### src/rtl/bf_job_ctrl_if.sv
// Job bus between the system side (master) and bf_job_ctrl (slave).
// Handshake: a transfer happens on a rising clk edge where valid & ready are
// both high. The sender holds valid and its payload stable until that edge.
// Ready never depends combinationally on valid.
interface bf_job_ctrl_if;
  logic        in_valid;
  logic        in_ready;
  logic        in_mode;
  logic [63:0] in_key;
  logic [63:0] in_data;
  logic        out_valid;
  logic        out_ready;
  logic [63:0] out_data;
  logic        out_mode;
  logic        out_err;

  modport master (
    output in_valid, in_mode, in_key, in_data, out_ready,
    input  in_ready, out_valid, out_data, out_mode, out_err
  );

  modport slave (
    input  in_valid, in_mode, in_key, in_data, out_ready,
    output in_ready, out_valid, out_data, out_mode, out_err
  );
endinterface

### src/rtl/bf_job_ctrl.sv
// Job sequencer in front of the blowfish core, with a saturating watchdog on every core pass.
// Optional encrypt round-trip verification is enabled by defining BF_ROUNDTRIP_CHECK_EN.
module bf_job_ctrl #(
  parameter int unsigned TIMEOUT_CYCLES = 1024
) (
  input  logic         clk,
  input  logic         rst,
  bf_job_ctrl_if.slave job,
  output logic         core_start,
  output logic         core_enc,
  output logic         core_dec,
  output logic [63:0]  core_key,
  output logic [63:0]  core_text,
  input  logic [63:0]  core_encryptedtext,
  input  logic [63:0]  core_decryptedtext,
  input  logic         core_encrypt_done,
  input  logic         core_decrypt_done,
  output logic [2:0]   dbg_state
);

  localparam logic [15:0] TIMEOUT_LIM = TIMEOUT_CYCLES[15:0];

  typedef enum logic [2:0] {
    IDLE    = 3'd0,
    LAUNCH  = 3'd1,
    WAIT    = 3'd2,
    VLAUNCH = 3'd3,
    VWAIT   = 3'd4,
    HOLD    = 3'd5
  } state_e;

  state_e      state_q, state_d;
  logic [15:0] wd_q, wd_d, wd_inc;
  logic [63:0] key_q, key_d;
  logic [63:0] text_q, text_d;
  logic [63:0] out_data_q, out_data_d;
  logic        mode_q, mode_d;
  logic        out_err_q, out_err_d;
  logic        in_ready_q, in_ready_d;
  logic        out_valid_q, out_valid_d;
  logic        enc_q, enc_d;
  logic        dec_q, dec_d;
  logic        done_sel, flags_low, wd_expired;
`ifdef BF_ROUNDTRIP_CHECK_EN
  logic [63:0] ptxt_q, ptxt_d;
`endif

  assign wd_inc     = (wd_q == 16'hffff) ? wd_q : wd_q + 16'd1;
  assign wd_expired = (wd_inc >= TIMEOUT_LIM);
  assign done_sel   = mode_q ? core_decrypt_done : core_encrypt_done;
  // Launch only once the core has dropped any done left over from an earlier pass.
  assign flags_low  = ~core_encrypt_done & ~core_decrypt_done;

  always_comb begin
    state_d    = state_q;
    wd_d       = wd_q;
    key_d      = key_q;
    text_d     = text_q;
    mode_d     = mode_q;
    out_data_d = out_data_q;
    out_err_d  = out_err_q;
    core_start = 1'b0;
`ifdef BF_ROUNDTRIP_CHECK_EN
    ptxt_d     = ptxt_q;
`endif
    case (state_q)
      IDLE: begin
        if (job.in_valid && in_ready_q) begin
          key_d   = job.in_key;
          text_d  = job.in_data;
          mode_d  = job.in_mode;
`ifdef BF_ROUNDTRIP_CHECK_EN
          ptxt_d  = job.in_data;
`endif
          state_d = LAUNCH;
        end
      end
      LAUNCH, VLAUNCH: begin
        if (flags_low) begin
          core_start = 1'b1;
          wd_d       = 16'd0;
          state_d    = (state_q == LAUNCH) ? WAIT : VWAIT;
        end
      end
      WAIT: begin
        wd_d = wd_inc;
        if (done_sel) begin
          out_err_d = 1'b0;
          if (mode_q) begin
            out_data_d = core_decryptedtext;
            state_d    = HOLD;
          end else begin
            out_data_d = core_encryptedtext;
`ifdef BF_ROUNDTRIP_CHECK_EN
            text_d     = core_encryptedtext;
            state_d    = VLAUNCH;
`else
            state_d    = HOLD;
`endif
          end
        end else if (wd_expired) begin
          out_data_d = 64'd0;
          out_err_d  = 1'b1;
          state_d    = HOLD;
        end
      end
`ifdef BF_ROUNDTRIP_CHECK_EN
      VWAIT: begin
        wd_d = wd_inc;
        if (core_decrypt_done) begin
          out_err_d = (core_decryptedtext != ptxt_q);
          state_d   = HOLD;
        end else if (wd_expired) begin
          out_err_d = 1'b1;
          state_d   = HOLD;
        end
      end
`endif
      HOLD: begin
        if (job.out_ready) state_d = IDLE;
      end
      default: state_d = IDLE;
    endcase

    in_ready_d  = (state_d == IDLE);
    out_valid_d = (state_d == HOLD);
    enc_d       = ~mode_d & ((state_d == LAUNCH) | (state_d == WAIT));
    dec_d       = (mode_d & ((state_d == LAUNCH) | (state_d == WAIT)))
                | (state_d == VLAUNCH) | (state_d == VWAIT);
  end

  always_ff @(posedge clk) begin
    if (rst) begin
      state_q     <= IDLE;
      wd_q        <= 16'd0;
      key_q       <= 64'd0;
      text_q      <= 64'd0;
      mode_q      <= 1'b0;
      out_data_q  <= 64'd0;
      out_err_q   <= 1'b0;
      in_ready_q  <= 1'b0;
      out_valid_q <= 1'b0;
      enc_q       <= 1'b0;
      dec_q       <= 1'b0;
`ifdef BF_ROUNDTRIP_CHECK_EN
      ptxt_q      <= 64'd0;
`endif
    end else begin
      state_q     <= state_d;
      wd_q        <= wd_d;
      key_q       <= key_d;
      text_q      <= text_d;
      mode_q      <= mode_d;
      out_data_q  <= out_data_d;
      out_err_q   <= out_err_d;
      in_ready_q  <= in_ready_d;
      out_valid_q <= out_valid_d;
      enc_q       <= enc_d;
      dec_q       <= dec_d;
`ifdef BF_ROUNDTRIP_CHECK_EN
      ptxt_q      <= ptxt_d;
`endif
    end
  end

  assign job.in_ready  = in_ready_q;
  assign job.out_valid = out_valid_q;
  assign job.out_data  = out_data_q;
  assign job.out_mode  = mode_q;
  assign job.out_err   = out_err_q;
  assign core_enc      = enc_q;
  assign core_dec      = dec_q;
  assign core_key      = key_q;
  assign core_text     = text_q;
  assign dbg_state     = state_q;

endmodule

### src/flat_wrapper.sv
// flat-port wrapper written by rule: the top's interface ports become plain ports
module bf_job_ctrl_flat 
#(
  parameter int unsigned TIMEOUT_CYCLES = 1024
)
  (clk, rst, core_start, core_enc, core_dec, core_key, core_text, core_encryptedtext, core_decryptedtext, core_encrypt_done, core_decrypt_done, dbg_state, job_in_valid, job_in_mode, job_in_key, job_in_data, job_out_ready, job_in_ready, job_out_valid, job_out_data, job_out_mode, job_out_err);
  bf_job_ctrl_if job_i ();
  input  logic clk;
  input  logic rst;
  output logic core_start;
  output logic core_enc;
  output logic core_dec;
  output logic [63:0] core_key;
  output logic [63:0] core_text;
  input  logic [63:0] core_encryptedtext;
  input  logic [63:0] core_decryptedtext;
  input  logic core_encrypt_done;
  input  logic core_decrypt_done;
  output logic [2:0] dbg_state;
  input wire logic [$bits(job_i.in_valid)-1:0] job_in_valid;
  input wire logic [$bits(job_i.in_mode)-1:0] job_in_mode;
  input wire logic [$bits(job_i.in_key)-1:0] job_in_key;
  input wire logic [$bits(job_i.in_data)-1:0] job_in_data;
  input wire logic [$bits(job_i.out_ready)-1:0] job_out_ready;
  output wire logic [$bits(job_i.in_ready)-1:0] job_in_ready;
  output wire logic [$bits(job_i.out_valid)-1:0] job_out_valid;
  output wire logic [$bits(job_i.out_data)-1:0] job_out_data;
  output wire logic [$bits(job_i.out_mode)-1:0] job_out_mode;
  output wire logic [$bits(job_i.out_err)-1:0] job_out_err;
  assign job_i.in_valid = job_in_valid;
  assign job_i.in_mode = job_in_mode;
  assign job_i.in_key = job_in_key;
  assign job_i.in_data = job_in_data;
  assign job_i.out_ready = job_out_ready;
  assign job_in_ready = job_i.in_ready;
  assign job_out_valid = job_i.out_valid;
  assign job_out_data = job_i.out_data;
  assign job_out_mode = job_i.out_mode;
  assign job_out_err = job_i.out_err;
  bf_job_ctrl #(.TIMEOUT_CYCLES(TIMEOUT_CYCLES)) u_core (.clk(clk), .rst(rst), .job(job_i), .core_start(core_start), .core_enc(core_enc), .core_dec(core_dec), .core_key(core_key), .core_text(core_text), .core_encryptedtext(core_encryptedtext), .core_decryptedtext(core_decryptedtext), .core_encrypt_done(core_encrypt_done), .core_decrypt_done(core_decrypt_done), .dbg_state(dbg_state));
endmodule
### config.mk
export PLATFORM = sky130hd
export DESIGN_NAME = bf_job_ctrl_flat
export DESIGN_NICKNAME = d
export VERILOG_FILES = /design/src/rtl/bf_job_ctrl_if.sv /design/src/rtl/bf_job_ctrl.sv /design/src/flat_wrapper.sv
export SDC_FILE = /design/constraint.sdc
export NUM_CORES = 1
export LEC_CHECK = 0
export ABC_CLOCK_PERIOD_IN_PS = 6800
export BUFFER_PORTS_ARGS = -buffer_cell sky130_fd_sc_hd__buf_2
export CAP_MARGIN = 25
export CORE_AREA = 4 4 180 182
export CTS_CLUSTER_DIAMETER = 200
export DETAILED_ROUTE_END_ITERATION = 8
export DIE_AREA = 0 0 184 186
export HOLD_SLACK_MARGIN = 0.1
export MAX_ROUTING_LAYER = met4
export PLACE_DENSITY_LB_ADDON = 0.1
export SYNTH_ARGS = -nofsm -noshare
export SYNTH_HDL_FRONTEND = slang
export SYNTH_SLANG_ARGS = --single-unit
export TNS_END_PERCENT = 30
### constraint.sdc
create_clock -name clk -period 6.8 [get_ports clk]
set_clock_uncertainty 0.2 [all_clocks]
set_input_delay 0.68 -clock clk [delete_from_list [all_inputs] [get_ports clk]]
set_output_delay 0.68 -clock clk [all_outputs]
set_load 0.02 [all_outputs]
# ---- After elaboration in Yosys (flattened, before gate mapping)
# Index checks and enable logic that the tools add are counted.
# Widths: inputs -> output; s select.
dict set report totals {
  register_bits 217
  elab_cells 62
  input_bits 263
}
dict set report classes {
  n_bitwise 9
  n_addsub 1
  mux 20
  n_reduce_logical 9
  eq_ne 11
  n_lt_le_gt_ge 1
}
# operator count
set op_table {}
lappend op_table {{$mux 64} 3}
lappend op_table {{$mux 16} 2}
lappend op_table {{$pmux 16 s2} 1}
lappend op_table {{$mux 3} 6}
lappend op_table {{$add 16x1->16 const B} 1}
lappend op_table {{$eq 16x16->1 const B} 1}
lappend op_table {{$ge 16x11->1 const B} 1}
lappend op_table {{$eq 3x2->1 const B} 4}
lappend op_table {{$pmux 3 s4} 1}
lappend op_table {{$eq 3x3->1 const B} 3}
lappend op_table {{$mux 1} 7}
lappend op_table {{$eq 3x1->1 const B} 2}
lappend op_table {{$logic_not 3->1} 2}
lappend op_table {{$reduce_and 2->1} 3}
lappend op_table {{$reduce_bool 2->1} 2}
lappend op_table {{$and 1x1->1} 3}
lappend op_table {{$not 1->1} 3}
lappend op_table {{$or 1x1->1} 3}
lappend op_table {{$ne 2x1->1 const B} 1}
lappend op_table {{$reduce_or 2->1} 1}
lappend op_table {{$logic_and 1x1->1} 1}

# ---- Logic depth before layout (Yosys ltp)
dict set report depth {
  ltp_word 11
  ltp_mapped 9
}

# ---- Worst setup path after synthesis
# No wires, ideal clock.
dict set report synth_path {
  path_type {input to register}
  start {input core_decrypt_done}
  end {register u_core.out_data_q[23], in the netlist u_core.job.out_data[23]}
  setup_ps 71
  stages 8
  path_slack_ps 3978
  t_arrival_ps 2551
  required_ps 6529
  path_cell_list {mux2_2 -> nor2_1 -> or4b_2 -> a221o_1 -> a21oi_2 -> buf_6 -> buf_6 -> o2bb2ai_2}
}
dict set report synth_via {
  elab_chain_len 3
}
# item line
set synth_rtl {}
lappend synth_rtl {{start: declaration} flat_wrapper.sv:18} ;# input logic core_decrypt_done;
lappend synth_rtl {{$mux 1 (*)} bf_job_ctrl.sv:50} ;# assign done_sel = mode_q ? core_decrypt_done : core_encrypt_done;
lappend synth_rtl {{$reduce_bool 2->1 (no line)} -}
lappend synth_rtl {{$reduce_and 2->1 (no line)} -}
lappend synth_rtl {{end signal: assignment} bf_job_ctrl.sv:154} ;# out_data_q <= out_data_d;
lappend synth_rtl {{end: declaration} bf_job_ctrl.sv:36} ;# logic [63:0] out_data_q, out_data_d;
# Mark *: on every way between the ends. The rest lies on a longest branch, timed or not.
# A chain may end at the register's enable or synchronous reset.

# ---- Worst setup path after layout
dict set report layout_path {
  start {register u_core.wd_q[4]}
  end {register u_core.enc_q, in the netlist u_core.core_enc}
}
dict set report layout_via {
  elab_chain_len 9
}
# item line
set layout_rtl {}
lappend layout_rtl {{start: declaration} bf_job_ctrl.sv:33} ;# logic [15:0] wd_q, wd_d, wd_inc;
lappend layout_rtl {{start signal: assignment} bf_job_ctrl.sv:150} ;# wd_q <= wd_d;
lappend layout_rtl {{$add 16x1->16 / $eq 16x16->1 (equally long branches)} bf_job_ctrl.sv:48} ;# assign wd_inc = (wd_q == 16'hffff) ? wd_q : wd_q + 16'd1;
lappend layout_rtl {{$mux 16 (*)} bf_job_ctrl.sv:48}
lappend layout_rtl {{$ge 16x11->1 (*)} bf_job_ctrl.sv:49} ;# assign wd_expired = (wd_inc >= TIMEOUT_LIM);
lappend layout_rtl {{$mux 3 (*)} bf_job_ctrl.sv:101} ;# end else if (wd_expired) begin
lappend layout_rtl {{$mux 3 (*)} bf_job_ctrl.sv:87} ;# if (done_sel) begin
lappend layout_rtl {{$pmux 3 s4 (*)} bf_job_ctrl.sv:66} ;# case (state_q)
lappend layout_rtl {{$eq 3x1->1 / $eq 3x2->1 (equally long branches)} bf_job_ctrl.sv:127} ;# enc_d = ~mode_d & ((state_d == LAUNCH) | (state_d == WAIT));
lappend layout_rtl {{$or 1x1->1 (*)} bf_job_ctrl.sv:127}
lappend layout_rtl {{$and 1x1->1 (*)} bf_job_ctrl.sv:127}
lappend layout_rtl {{end signal: assignment} bf_job_ctrl.sv:158} ;# enc_q <= enc_d;
lappend layout_rtl {{end: declaration} bf_job_ctrl.sv:41} ;# logic enc_q, enc_d;
# Marks and branches as above.

==> flow_metrics.env <==
export IMPL_period_share_pct=50.5
export IMPL_final_cell_mix="buf_2 (463), nand2_1 (270), dfxtp_1 (216)"
export IMPL_synthCells=937
export IMPL_multi_input_area_sq_um=3880
export IMPL_postRouteAntennaNets=0
export IMPL_die_x_um=184
export IMPL_crit_path_end_kind="flip-flop"
export IMPL_setup_viol=0
export IMPL_required_ps=7070
export IMPL_die_area_sq_um=34200
export IMPL_cp_max_fo=66
export IMPL_busiest_layer="met2"
export IMPL_final_common_cell="buf_2"
export IMPL_drc=0
export IMPL_tritoncts="yes"
export IMPL_hold_depth=3
export IMPL_vias=8174
export IMPL_ys_seq_area_share_pct=50.9
export IMPL_final_nets=1629
export IMPL_ys_seq_elements=217
export IMPL_seq_area_sq_um=4350
export IMPL_grt_use_met2_pct=28.7
export IMPL_min_period_ps=3430
export IMPL_cts_resized=0
export IMPL_numCtsBuffers=26
export IMPL_grt_pass1_vias=7919
export IMPL_leakage_nw=5.28
export IMPL_finalHoldViolations=0
export IMPL_first_pass_iters=4
export IMPL_first_iter_violations=353
export IMPL_rows=64
export IMPL_drive_gt1_share_pct=40.8
export IMPL_grt_remaining_overflow=0
export IMPL_clk_pin_slew_ps=60
export IMPL_synth_warnings=0
export IMPL_clock_sinks=217
export IMPL_cp_startpoint="u_core.wd_q[4]"
export IMPL_finish_utilization_pct=39.2
export IMPL_syn_nets=1201
export IMPL_gp_congestion=0.780
export IMPL_ctsHoldBuffers=0
export IMPL_p_per_area_nw_per_um2=263
export IMPL_max_slew_margin_rel_pct=32.5
export IMPL_finalWirelength_um=30900
export IMPL_status="completed"
export IMPL_hpwl_um=22600
export IMPL_min_from="job_in_key[6]"
export IMPL_synth_area_leaders="dfxtp_1 (51%), nand2_1 (12%), a21oi_1 (8.4%), mux2i_1 (7.6%), o2bb2ai_2 (7.0%)"
export IMPL_netlist_area_sq_um=8530
export IMPL_die_y_um=186
export IMPL_min_path_type="primary input to flip-flop"
export IMPL_n_fill_cell=3155
export IMPL_ir_drop_v=0.000161
export IMPL_clock_latency_ps=520
export IMPL_syn_to_final_growth_pct=40.5
export IMPL_viasPerCell=4.59
export IMPL_r2r_start="u_core.wd_q[4]"
export IMPL_io_pins=465
export IMPL_grtUsageMet3_pct=5.96
export IMPL_grt_max_degree=92
export IMPL_synth_async_reset_ratio_pct=0
export IMPL_grt_util_all_layers_pct=17.0
export IMPL_crit_type="flip-flop to flip-flop"
export IMPL_cts_root_buf="clkbuf_16"
export IMPL_start_util_pct=27.9
export IMPL_worstPathArrival_ps=3700
export IMPL_rsz0062_at_grt="no"
export IMPL_worst_slew_pin_slew_ps=1010
export IMPL_grt_pass1_wl_um=45200
export IMPL_grt_antenna_before_repair=4
export IMPL_fmax_ghz=0.291
export IMPL_synth_top_area_share_pct=50.9
export IMPL_rr_worst_depth=7
export IMPL_yosys_area_top_type="dfxtp_1"
export IMPL_synth_ff_type="dfxtp_1"
export IMPL_clockBufferDepth=3
export IMPL_drv_cap=0
export IMPL_routedWlPerCell_um=17.4
export IMPL_drv_slew=0
export IMPL_cts_setup_buffers=0
export IMPL_setup_tns_ps=0
export IMPL_synth_cell_types=46
export IMPL_io_buffers=464
export IMPL_start_kind="flip-flop"
export IMPL_synth_area_per_cell_sq_um=9.10
export IMPL_synth_edf_count=0
export IMPL_use_met1_pct=19.7
export IMPL_fp_coreArea_sq_um=30600
export IMPL_htree_levels=1
## routing by layer
metal  vias up  part of all wire [%]
li1       4104                     -
met1      3678                    39
met2       361                    49
met3        31                    11
met4         0                   1.4
met5         -                     0
## synth_stat cells, types with 2 or more instances
cell type  number
mux2_2          3
dfxtp_1       217
a31oi_1         3
clkbuf_1       62
or2_2           4
or4_1           2
nand4b_1        3
nor3_1          9
or3_1           4
nand2_1       270
mux2i_1        65
nand4_1         5
o2bb2ai_2      40
nor2b_1         2
o2bb2ai_1      24
and4_1          4
and3_1          3
a21oi_1       144
and4b_1         2
a211oi_1        2
buf_1           2
inv_1           4
a311oi_1        2
buf_6           5
o21ai_0        10
o311ai_0        2
buf_2           2
nor2_1         13
nor3b_1         2
nand2b_1        2
nand3_1         8
o211ai_1        3
## logic make-up after synthesis
kind of cell | Yosys count | synth area share [%]
flops | 217 | 50.9
xor+xnor | 1 | 0.103
fa+ha+maj | 1 | 0.147
buf+inv | 75 | 3.77
simple gates | 338 | 16.7
mux | 68 | 8.02
compound gates | 237 | 20.3
## registers in the layout, summed over array words and instances (netlist names)
signal                flops
u_core.core_dec           1
u_core.core_enc           1
u_core.core_key          64
u_core.core_text         64
u_core.dbg_state          3
u_core.job.in_ready       1
u_core.job.out_data      64
u_core.job.out_err        1
u_core.job.out_mode       1
u_core.job.out_valid      1
u_core.wd_q              16
## worst max-delay path, stage by stage, from the launching register on
cell,delay (ps)
dfxtp_1,420
nand4_1,230
or4_4,570
or3_1,320
a221o_1,430
a21oi_4,160
buf_4,740
and4b_1,300
## path summary, 6_finish.rpt
| path | end | slack (ps) |
|---|---|---|
| worst max-delay path | u_core.core_enc | 3370 |
| worst min-delay path | u_core.core_key[6] | 190 |
| worst max register to register | u_core.core_enc | 3370 |
| worst min register to register | u_core.core_text[52] | 250 |
## layout make-up
class                           count  share of cell area (%)
Timing Repair Buffer              471                    19.8
Antenna cell                        4                  0.0835
Multi-Input combinational cell    645                    32.3
Tap cell                          396                    4.13
Sequential cell                   217                    36.3
Clock buffer                       41                    6.83
Inverter                            4                   0.125
Clock inverter                      4                   0.376
## power breakdown
part / internal (W) / switching [W] / total, W
clock network: 0.000854 / 0.000534 / 0.00139
logic: 0.000152 / 0.000256 / 0.000408
registers: 0.00133 / 0.0000288 / 0.00135
total: 0.00233 / 0.000818 / 0.00315
## through the flow
step / power [W] / cell area [sq um] / setup WS [ps] / std cells / hold WS, ps
after floorplan: 0.00161 / 8530 / 3980 / 937 / 267
after global placement: 0.00180 / 11100 / 3140 / 1733 / 238
after detailed placement: 0.00180 / 11100 / 3100 / 1733 / 241
after CTS: 0.00321 / 12000 / 3350 / 1778 / 162
after global routing: 0.00330 / 12000 / 3150 / 1782 / 172
final: 0.00315 / 12000 / 3370 / 1782 / 185
(Power assumes the default switching activity.)
